## config.mk

```make
export PLATFORM = sky130hd
export DESIGN_NAME = dmem_lsu_flat
export DESIGN_NICKNAME = d
export VERILOG_FILES = /design/src/rtl/dmem_lsu_if.sv /design/src/rtl/dmem_lsu.sv /design/src/flat_wrapper.sv
export SDC_FILE = /design/constraint.sdc
export NUM_CORES = 1
export LEC_CHECK = 0
export CORE_MARGIN = 1.5
export CORE_UTILIZATION = 25
export CTS_CLUSTER_SIZE = 12
export DETAILED_ROUTE_END_ITERATION = 10
export HOLD_SLACK_MARGIN = 0.02
export PLACE_DENSITY = 0.51
export SLEW_MARGIN = 25
export SYNTH_ARGS = -nofsm -noshare
export SYNTH_HDL_FRONTEND = slang
export SYNTH_SLANG_ARGS = --single-unit
```

## constraint.sdc

```tcl
create_clock -name clock -period 6.5 [get_ports clock]
set_input_delay 0.65 -clock clock [delete_from_list [all_inputs] [get_ports clock]]
set_output_delay 0.65 -clock clock [all_outputs]
set_load 0.01 [all_outputs]
```

## src/rtl/dmem_lsu_if.sv

```systemverilog
// dmem_lsu_if: groups the execute-stage request/response handshake and the
// data-memory port of the load/store unit into one bundle.
//   slave  modport - the load/store unit itself (takes requests, drives memory)
//   master modport - the environment: execute stage plus the data memory
// Signals:
//   req_valid/req_ready      request handshake
//   req_write/size/unsigned  access kind; req_addr byte address; req_wdata store data
//   resp_valid/resp_rdata    one-cycle completion pulse and extended load data
//   mem_rdaddress/mem_q      word read port (mem_q registered one cycle later)
//   mem_wraddress/mem_wren/mem_byteena/mem_data  word write port
interface dmem_lsu_if #(
  parameter int AW = 15
);
  logic          req_valid;
  logic          req_ready;
  logic          req_write;
  logic [1:0]    req_size;
  logic          req_unsigned;
  logic [31:0]   req_addr;
  logic [31:0]   req_wdata;
  logic          resp_valid;
  logic [31:0]   resp_rdata;
  logic [AW-1:0] mem_rdaddress;
  logic [AW-1:0] mem_wraddress;
  logic          mem_wren;
  logic [3:0]    mem_byteena;
  logic [31:0]   mem_data;
  logic [31:0]   mem_q;

  modport slave (
    input  req_valid, req_write, req_size, req_unsigned, req_addr, req_wdata, mem_q,
    output req_ready, resp_valid, resp_rdata,
           mem_rdaddress, mem_wraddress, mem_wren, mem_byteena, mem_data
  );

  modport master (
    output req_valid, req_write, req_size, req_unsigned, req_addr, req_wdata, mem_q,
    input  req_ready, resp_valid, resp_rdata,
           mem_rdaddress, mem_wraddress, mem_wren, mem_byteena, mem_data
  );
endinterface

```

## src/rtl/dmem_lsu.sv

```systemverilog
// dmem_lsu: load/store unit driving the CPU data-memory port.
// Accepts byte/half/word loads and stores, produces word addresses, byte
// enables and lane-aligned write data, and returns sign/zero-extended load
// data. Accesses straddling a word boundary become two word accesses.
// Ports:
//   clock - single clock for the unit and the memory port
//   reset - synchronous, active-high
//   bus   - dmem_lsu_if.slave: request/response handshake and memory port
module dmem_lsu #(
  parameter int AW = 15
) (
  input  logic       clock,
  input  logic       reset,
  dmem_lsu_if.slave  bus
);

  typedef enum logic [3:0] {
    S_IDLE, S_LD0, S_LD1, S_LRSP, S_ST0A, S_ST0B, S_ST1A, S_ST1B, S_RSP
  } state_t;

  state_t        state_q, state_d;
  logic          ready_q, ready_d;
  logic          respValid_q, respValid_d;
  logic [31:0]   respRdata_q, respRdata_d;
  logic [AW-1:0] rdAddr_q, rdAddr_d;
  logic [AW-1:0] wrAddr_q, wrAddr_d;
  logic          wren_q, wren_d;
  logic [3:0]    byteena_q, byteena_d;
  logic [31:0]   data_q, data_d;
  logic [31:0]   q0_q, q0_d;

  logic          write_q;
  logic [1:0]    size_q;
  logic          uns_q;
  logic [1:0]    off_q;
  logic [AW-1:0] w0_q;
  logic [31:0]   wdata_q;

  logic          accept;
  logic [1:0]    curSize, curOff;
  logic          curUns;
  logic [AW-1:0] curW0, curW1;
  logic [31:0]   curWdata;
  logic [3:0]    mask;
  logic [7:0]    m8;
  logic          split;
  logic [63:0]   stShift;
  logic [31:0]   lane0, lane1;
  logic [31:0]   q0, q1;
  logic [63:0]   ldShift;
  logic [31:0]   ldWord, ldExt;
  logic          unusedBits;

  assign accept = bus.req_valid & ready_q;

  // In IDLE the request fields come straight from the bus so the first memory
  // access can be set up in the accepting cycle; afterwards use the latched copy.
  always_comb begin
    curSize  = size_q;
    curOff   = off_q;
    curUns   = uns_q;
    curW0    = w0_q;
    curWdata = wdata_q;
    if (state_q == S_IDLE) begin
      curSize  = bus.req_size;
      curOff   = bus.req_addr[1:0];
      curUns   = bus.req_unsigned;
      curW0    = bus.req_addr[AW+1:2];
      curWdata = bus.req_wdata;
    end
  end

  // Byte-lane geometry across the two candidate words; the second word index
  // wraps naturally at the AW-bit boundary.
  always_comb begin
    unique case (curSize)
      2'b00:   mask = 4'b0001;
      2'b01:   mask = 4'b0011;
      default: mask = 4'b1111;
    endcase
    m8      = {4'b0000, mask} << curOff;
    split   = |m8[7:4];
    curW1   = curW0 + {{(AW-1){1'b0}}, 1'b1};
    stShift = {32'b0, curWdata} << {curOff, 3'b000};
    lane0   = {{8{m8[3]}}, {8{m8[2]}}, {8{m8[1]}}, {8{m8[0]}}};
    lane1   = {{8{m8[7]}}, {8{m8[6]}}, {8{m8[5]}}, {8{m8[4]}}};
  end

  // Load merge: for a split load the first word was parked in q0_q and the
  // second word is on mem_q now; otherwise mem_q holds the only word.
  always_comb begin
    q0      = split ? q0_q : bus.mem_q;
    q1      = split ? bus.mem_q : 32'b0;
    ldShift = {q1, q0} >> {curOff, 3'b000};
    ldWord  = ldShift[31:0];
    unique case (curSize)
      2'b00:   ldExt = curUns ? {24'b0, ldWord[7:0]}  : {{24{ldWord[7]}}, ldWord[7:0]};
      2'b01:   ldExt = curUns ? {16'b0, ldWord[15:0]} : {{16{ldWord[15]}}, ldWord[15:0]};
      default: ldExt = ldWord;
    endcase
  end

  assign unusedBits = ^{bus.req_addr[31:AW+2], ldShift[63:32]};

  // Next-state logic
  always_comb begin
    state_d = state_q;
    unique case (state_q)
      S_IDLE:  if (accept) state_d = bus.req_write ? S_ST0A : S_LD0;
      S_LD0:   state_d = split ? S_LD1 : S_LRSP;
      S_LD1:   state_d = S_LRSP;
      S_LRSP:  state_d = S_IDLE;
      S_ST0A:  state_d = S_ST0B;
      S_ST0B:  state_d = split ? S_ST1A : S_RSP;
      S_ST1A:  state_d = S_ST1B;
      S_ST1B:  state_d = S_RSP;
      S_RSP:   state_d = S_IDLE;
      default: state_d = S_IDLE;
    endcase
  end

  // Registered outputs are computed from the state being entered, so each
  // output lines up with the state it belongs to. A load's response appears
  // in the first IDLE cycle, so ready is withheld for that one cycle.
  always_comb begin
    ready_d     = (state_q == S_IDLE && !accept) || (state_q == S_RSP);
    respValid_d = (state_q == S_LRSP) || (state_d == S_RSP);
    respRdata_d = respRdata_q;
    rdAddr_d    = rdAddr_q;
    wrAddr_d    = wrAddr_q;
    wren_d      = 1'b0;
    byteena_d   = 4'b0000;
    data_d      = 32'b0;
    q0_d        = q0_q;

    if (state_q == S_LRSP) respRdata_d = ldExt;
    if (state_d == S_RSP)  respRdata_d = 32'b0;
    if (state_q == S_LD1)  q0_d = bus.mem_q;

    unique case (state_d)
      S_LD0: rdAddr_d = curW0;
      S_LD1: rdAddr_d = curW1;
      S_ST0A, S_ST0B: begin
        wren_d    = 1'b1;
        wrAddr_d  = curW0;
        byteena_d = m8[3:0];
        data_d    = stShift[31:0] & lane0;
      end
      S_ST1A, S_ST1B: begin
        wren_d    = 1'b1;
        wrAddr_d  = curW1;
        byteena_d = m8[7:4];
        data_d    = stShift[63:32] & lane1;
      end
      default: ;
    endcase
  end

  // State and output registers; request fields are captured on acceptance.
  always_ff @(posedge clock) begin
    if (reset) begin
      state_q     <= S_IDLE;
      ready_q     <= 1'b0;
      respValid_q <= 1'b0;
      respRdata_q <= 32'b0;
      rdAddr_q    <= '0;
      wrAddr_q    <= '0;
      wren_q      <= 1'b0;
      byteena_q   <= 4'b0000;
      data_q      <= 32'b0;
      q0_q        <= 32'b0;
      write_q     <= 1'b0;
      size_q      <= 2'b00;
      uns_q       <= 1'b0;
      off_q       <= 2'b00;
      w0_q        <= '0;
      wdata_q     <= 32'b0;
    end else begin
      state_q     <= state_d;
      ready_q     <= ready_d;
      respValid_q <= respValid_d;
      respRdata_q <= respRdata_d;
      rdAddr_q    <= rdAddr_d;
      wrAddr_q    <= wrAddr_d;
      wren_q      <= wren_d;
      byteena_q   <= byteena_d;
      data_q      <= data_d;
      q0_q        <= q0_d;
      if (accept) begin
        write_q <= bus.req_write;
        size_q  <= bus.req_size;
        uns_q   <= bus.req_unsigned;
        off_q   <= bus.req_addr[1:0];
        w0_q    <= bus.req_addr[AW+1:2];
        wdata_q <= bus.req_wdata;
      end
    end
  end

  assign bus.req_ready     = ready_q;
  assign bus.resp_valid    = respValid_q;
  assign bus.resp_rdata    = respRdata_q;
  assign bus.mem_rdaddress = rdAddr_q;
  assign bus.mem_wraddress = wrAddr_q;
  assign bus.mem_wren      = wren_q;
  assign bus.mem_byteena   = byteena_q;
  assign bus.mem_data      = data_q;

endmodule

```

## src/flat_wrapper.sv

```systemverilog
// flat-port wrapper written by rule: the top's interface ports become plain ports
module dmem_lsu_flat 
#(
  parameter int AW = 15
)
  (clock, reset, bus_req_valid, bus_req_write, bus_req_size, bus_req_unsigned, bus_req_addr, bus_req_wdata, bus_mem_q, bus_req_ready, bus_resp_valid, bus_resp_rdata, bus_mem_rdaddress, bus_mem_wraddress, bus_mem_wren, bus_mem_byteena, bus_mem_data);
  dmem_lsu_if #(.AW(AW)) bus_i ();
  input  logic clock;
  input  logic reset;
  input wire logic [$bits(bus_i.req_valid)-1:0] bus_req_valid;
  input wire logic [$bits(bus_i.req_write)-1:0] bus_req_write;
  input wire logic [$bits(bus_i.req_size)-1:0] bus_req_size;
  input wire logic [$bits(bus_i.req_unsigned)-1:0] bus_req_unsigned;
  input wire logic [$bits(bus_i.req_addr)-1:0] bus_req_addr;
  input wire logic [$bits(bus_i.req_wdata)-1:0] bus_req_wdata;
  input wire logic [$bits(bus_i.mem_q)-1:0] bus_mem_q;
  output wire logic [$bits(bus_i.req_ready)-1:0] bus_req_ready;
  output wire logic [$bits(bus_i.resp_valid)-1:0] bus_resp_valid;
  output wire logic [$bits(bus_i.resp_rdata)-1:0] bus_resp_rdata;
  output wire logic [$bits(bus_i.mem_rdaddress)-1:0] bus_mem_rdaddress;
  output wire logic [$bits(bus_i.mem_wraddress)-1:0] bus_mem_wraddress;
  output wire logic [$bits(bus_i.mem_wren)-1:0] bus_mem_wren;
  output wire logic [$bits(bus_i.mem_byteena)-1:0] bus_mem_byteena;
  output wire logic [$bits(bus_i.mem_data)-1:0] bus_mem_data;
  assign bus_i.req_valid = bus_req_valid;
  assign bus_i.req_write = bus_req_write;
  assign bus_i.req_size = bus_req_size;
  assign bus_i.req_unsigned = bus_req_unsigned;
  assign bus_i.req_addr = bus_req_addr;
  assign bus_i.req_wdata = bus_req_wdata;
  assign bus_i.mem_q = bus_mem_q;
  assign bus_req_ready = bus_i.req_ready;
  assign bus_resp_valid = bus_i.resp_valid;
  assign bus_resp_rdata = bus_i.resp_rdata;
  assign bus_mem_rdaddress = bus_i.mem_rdaddress;
  assign bus_mem_wraddress = bus_i.mem_wraddress;
  assign bus_mem_wren = bus_i.mem_wren;
  assign bus_mem_byteena = bus_i.mem_byteena;
  assign bus_mem_data = bus_i.mem_data;
  dmem_lsu #(.AW(AW)) u_core (.clock(clock), .reset(reset), .bus(bus_i));
endmodule
```

==> run metrics, run 1 <==
status complete, no violations; full die area 41300 sq um; first drt pass iteration count 7; row count 73; Final TNS setup 0 ps; Final Max Tran Viols 0; r2r endpoint u_core.bus.resp_rdata[13]; Post-CTS Setup Bufs 0; total gr overflow 0; cell with the most instances after synthesis nand2_1; Skew-Pair Late Insertion Delay 460 ps; Mapped Area 10000 sq um; r2r startpoint u_core.state_q[3]; CP Max Fanout 43; Routed WL per cell 19.2 um; Worst Hold Path EP u_core.w0_q[12]; I/O Buffers 188; Area Growth Syn to Fin 28.9%; Tightest Pin Transition 1060 ps; post-synthesis sequential area ratio 37.6%; top_reg_cell synth dfxtp_1; NetSw 0.00199 W; Critical Path Sink Type flop; Hold Crit Depth 2; post-CTS sizing 0; Via density 5.15; switching portion of total power 42.1%; vias in the first global route 9602; Power Dens Cells 366 nW/um^2; Final Hold Viols 0; total core area 39600 sq um; Synth area leader dfxtp_1; Max-Cap Viols 0; Buf/Inv on CP 0; final WL 37.7 mm; CP cell instances or4_2 > mux2i_4 > mux2i_1 > a221oi_4 > a41oi_4 > a211oi_1; clk slew on worst S/H paths 70 ps; DP HPWL 26.1 mm; Post-CTS Hold Fix Bufs 0; Yosys top cell area share 37.6%; CTS Buf Count 17; sequential share of power 30.2%; Tot GR Track Use 18.1%; leakage power 4.36 nW; synth warn 0; Bufs on Longest Clock Path 2; Top delay family on crit path multiplexers; library cells used by synthesis 58; CTS Sinks 188; Startpoint Class flop; Worst Skew 16.7 ps; Setup-failing EPs final 0; RSZ-0062 raised after global routing false; reg2reg setup slack 2250 ps; DRC violations left 0; Clk pwr share 23.3%; WP data arrival 4540 ps; initial DRC count 839; CTS tree done; die width 203 um; worst-case reg-to-reg path depth 6; largest net degree at the start of global routing 73; fin crit share 65.4%; most frequent cells after synthesis 240 x nand2_1, 196 x a21oi_1, 188 x dfxtp_1; FFs w/ async S/R, synth 0%; EDFF count, synth 0; largest stage delay on the critical path 1190 ps; vias after detailed routing 10100; Int Pwr 0.00274 W; Rel. slew slack 27.7%; Synth Instances 1309; WS Path Type reg -> reg; Slowest cell on crit path or4_2; first-pass GRT wire length 57.6 mm; root buf cell clkbuf_16; Final min period 4250 ps; Hold WS 454 ps; IO Pins 204; antenna violations before repair 2; Worst Hold Class reg -> reg; Synth area leaders dfxtp_1 38%, a21oi_1 9.8%, nand2_1 9.0%; Peak supply drop 194 uV; required time of the critical path 6790 ps; Place WS 2120 ps; Combinational Power Share 46.5%; Syn Nets 1413; Initial Util 25.3%; synthesized area per cell 7.65 sq um; flops & latches, synth 188; Die Height 203 um; Worst Setup Slack, final 2250 ps; nets 1528; gpl congestion 0.865; DRT antenna net count 0; H-tree levels 4; layout cell share with drive strength beyond 1 6.26%; Fmax 235 MHz; origin of the worst min-delay path u_core.w0_q[12]
==> per-stage QoR <==
step	cell area (sq um)	utilization (%)	total power (W)	cells
finish	12900	32.6	0.00472	1964
CTS	12900	32.5	0.00474	1962
global route	12900	32.6	0.00502	1963
global placement	12300	31.0	0.00361	1930
floorplan	10000	-	0.00288	1309
detailed placement	12300	31.0	0.00362	1930
==> power groups by stage <==
stage                     logic, W  clock network (W)  registers [W]
final                      0.00220            0.00110        0.00143
after global routing       0.00238            0.00119        0.00145
after CTS                  0.00218            0.00114        0.00143
after detailed placement   0.00217                  0        0.00145
after global placement     0.00216                  0        0.00145
after floorplan            0.00142                  0        0.00145
==> layout make-up <==
| cell class | count | area [sq um] |
|---|---|---|
| fillers | 4247 | 26700 |
| clock inverters | 11 | 143 |
| repair buffers | 205 | 2000 |
| flip-flops and latches | 188 | 3760 |
| inverters | 12 | 45.0 |
| multi-input cells | 1000 | 5830 |
| clock buffers | 21 | 460 |
| well taps | 525 | 657 |
| diodes | 2 | 5.00 |
==> worst max-delay path by stage <==
stage	start	end	slack, ps	depth (start not counted)
4_1_cts	u_core.state_q[3]	u_core.bus.resp_rdata[13]	2100	6
3_3_place_gp	u_core.state_q[3]	u_core.bus.resp_rdata[14]	2190	6
5_1_grt	u_core.state_q[3]	u_core.bus.resp_rdata[27]	1990	6
6_report	u_core.state_q[3]	u_core.bus.resp_rdata[13]	2250	6
2_1_floorplan	u_core.state_q[3]	u_core.bus.mem_rdaddress[10]	3240	13
3_5_place_dp	u_core.state_q[3]	u_core.bus.resp_rdata[13]	2120	6
==> layout by cell type, fill, tap and decap left out, drive strengths merged, types with 21 or more instances in the layout <==
master and count:
o21ai 87, nand2 240, a21oi 196, mux2i 88
clkbuf 21, clkdlybuf4s50 186, nand3 51, a31oi 36
nor2 88, a211oi 34, dfxtp 188
==> metal layers <==
metal / track usage [%] / part of all wire (%)
met1: 24.4 / 46
met2: 27.9 / 45
met3: 5.24 / 7.2
met4: 5.34 / 1.9
met5: 0 / 0
==> cells by family (layout without fill, tap and decap cells) <==
| group | Yosys count | in the layout | synth area share, % |
|---|---|---|---|
| AND/OR/NAND/NOR | 453 | 453 | 19.6 |
| AO/OA/AOI/OAI | 432 | 432 | 25.9 |
| flip-flops | 188 | 188 | 37.6 |
| buffers and inverters | 121 | 249 | 4.95 |
| multiplexers | 107 | 107 | 11.3 |
| XOR/XNOR | 7 | 7 | 0.612 |
| adder cells (fa/ha/maj) | 1 | 1 | 0.125 |
| other | 0 | 2 | 0 |
==> state kept, by name, indices dropped and copies added, names as in the netlist, 4 cells and up <==
register                  cells
u_core.wdata_q               32
u_core.q0_q                  31
u_core.bus.mem_rdaddress     15
u_core.bus.mem_data          32
u_core.bus.resp_rdata        32
u_core.w0_q                  15
u_core.bus.mem_byteena        4
u_core.state_q                4
u_core.bus.mem_wraddress     15
==> tightest hold or removal path, cell delays in order, from the launching register on <==
cell and delay (ps):
dfxtp_1 310, nand2_1 50, a21oi_1 50
(Power assumes the default switching activity.)
==> inputs of run 2 (changes only) <==
- PLACE_DENSITY: 0.51 -> 0.52
- clock period: 6.5 -> 3.5 ns (I/O delays scaled with it)
==> run 2 against run 1 <==
Against the previous run:
- sequential power increased by 85%
- sequential cell count unchanged
- first-iteration DRC count grew 9.9%
- maximum frequency is 40% higher
- non-clock buffer count grew 25
- die area unchanged
==> run metrics, run 2 (synthesis results as in run 1) <==
Power Dens Cells 670 nW/um^2 (+83%); Top delay family on crit path buffers and inverters; largest stage delay on the critical path 540 ps (-650 ps); Via density 5.10 (-0.91%); largest net degree at the start of global routing 76 (+4.1%); RSZ-0062 raised after global routing false; Routed WL per cell 18.9 um (-1.3%); Fmax 329 MHz (+40%); root buf cell clkbuf_16; critical path's most frequent cell buf_4; Final TNS setup 0 ps (unchanged); DRT antenna net count 0 (unchanged); DRC violations left 0 (unchanged); most common cell after layout, fill and taps aside nand2_1; Place WS 502 ps (-1620 ps); required time of the critical path 3810 ps (-2980 ps); first-pass GRT wire length 57.6 mm (about the same); Post-CTS Hold Fix Bufs 0 (unchanged); IO Pins 204 (unchanged); register area 3760 sq um (unchanged); CTS tree done; first drt pass iteration count 5 (-2); row count 73 (unchanged); CP cell instances or4_1 > buf_4 > mux2i_2 > buf_4 > mux2i_1 > a21oi_1 > o21ai_0 > a31oi_1; Final Max Tran Viols 0 (unchanged); vias after detailed routing 10100 (+0.36%); status complete, no violations; final WL 37.7 mm (about the same); vias in the first global route 9465 (-1.4%); Final min period 3040 ps (-1210 ps); H-tree levels 4 (unchanged); CTS Buf Count 17 (unchanged); area of the multi-input gates 5800 sq um (-0.54%); Buf/Inv on CP 2 (+2); total core area 39600 sq um (unchanged); total gr overflow 0 (unchanged); post-CTS sizing 0 (unchanged); Post-CTS Setup Bufs 0 (unchanged); antenna violations before repair 3 (+1); DP HPWL 26.3 mm (+1.0%); Skew-Pair Late Insertion Delay 440 ps (-20 ps); Layout fillers 4233 (-0.33%); fin crit share 86.9% (+21 points); Initial Util 25.3% (unchanged); utilization after layout 33.0% (+0.43 points); Setup-failing EPs final 0 (unchanged); CP Max Fanout 37 (-14%); most frequent cells in the layout 239 x nand2_1, 196 x a21oi_1, 188 x dfxtp_1; I/O Buffers 188 (unchanged); Tot GR Track Use 18.1% (-0.063 points); Critical Path Sink Type flop; Bufs on Longest Clock Path 2 (unchanged); initial DRC count 922 (+9.9%); Worst Hold Class in -> reg; CTS Sinks 188 (unchanged); Tightest Pin Transition 893 ps (-168 ps); Startpoint Class flop; Worst Skew 11.5 ps (-5.15 ps); Final Hold Viols 0 (unchanged); WP data arrival 3350 ps (-1190 ps); layout cell share with drive strength beyond 1 7.59% (+1.3 points); leakage power 4.48 nW (+2.6%); Max-Cap Viols 0 (unchanged); clk slew on worst S/H paths 80 ps (about the same); Slowest cell on crit path or4_1; Rel. slew slack 40.4% (+13 points); Hold WS 395 ps (-59.0 ps); WS Path Type reg -> reg; nets 1553 (+1.6%); die width 203 um (unchanged); Area Growth Syn to Fin 30.6%; Worst Setup Slack, final 458 ps (-1790 ps); full die area 41300 sq um (unchanged); Peak supply drop 455 uV (+140%); Die Height 203 um (unchanged); gpl congestion 0.851 (-1.6%)
run 2: cell type report:
type,count,share of cell area (%)
tap,525,5.02
clock buffer,18,3.36
sequential,188,28.8
multi-input combinational,1000,44.4
antenna,2,0.0383
clock inverter,14,1.02
inverter,12,0.344
timing repair buffer,230,17.1
run 2: report_power, final:
group / total [W] / switching [W] / internal, W / leakage [nW]
Combinational: 0.00417 / 0.00258 / 0.00159 / 2.67
Clock: 0.00195 / 0.000936 / 0.00102 / 0.279
Sequential: 0.00265 / 0.000211 / 0.00244 / 1.52
run 2: worst paths after layout:
path,from,endpoint,slack [ps],cells after the start
max,u_core.state_q[1],u_core.bus.resp_rdata[28],460,8
min,reset,u_core.size_q[0],390,2
max reg2reg,u_core.state_q[1],u_core.bus.resp_rdata[28],460,8
min reg2reg,u_core.q0_q[18],u_core.q0_q[18],450,2
run 2: stage by stage:
step	instances	power [W]	area, sq um
6_report	1989	0.00877	13100
3_5_place_dp	1955	0.00684	12500
3_3_place_gp	1955	0.00681	12500
2_1_floorplan	1309	0.00534	10000
5_1_grt	1988	0.00932	13100
4_1_cts	1987	0.00882	13100
run 2: routing by layer:
metal | global-route usage [%] | part of all wire (%) | vias to the layer above | wire length [um]
met1 | 24.2 | 46 | 4806 | 17400
met4 | 4.84 | 1.7 | 2 | 639
met5 | 0 | 0.029 | - | 11
met3 | 4.49 | 6.5 | 29 | 2440
met2 | 28.8 | 46 | 323 | 17100
li1 | - | - | 4988 | -
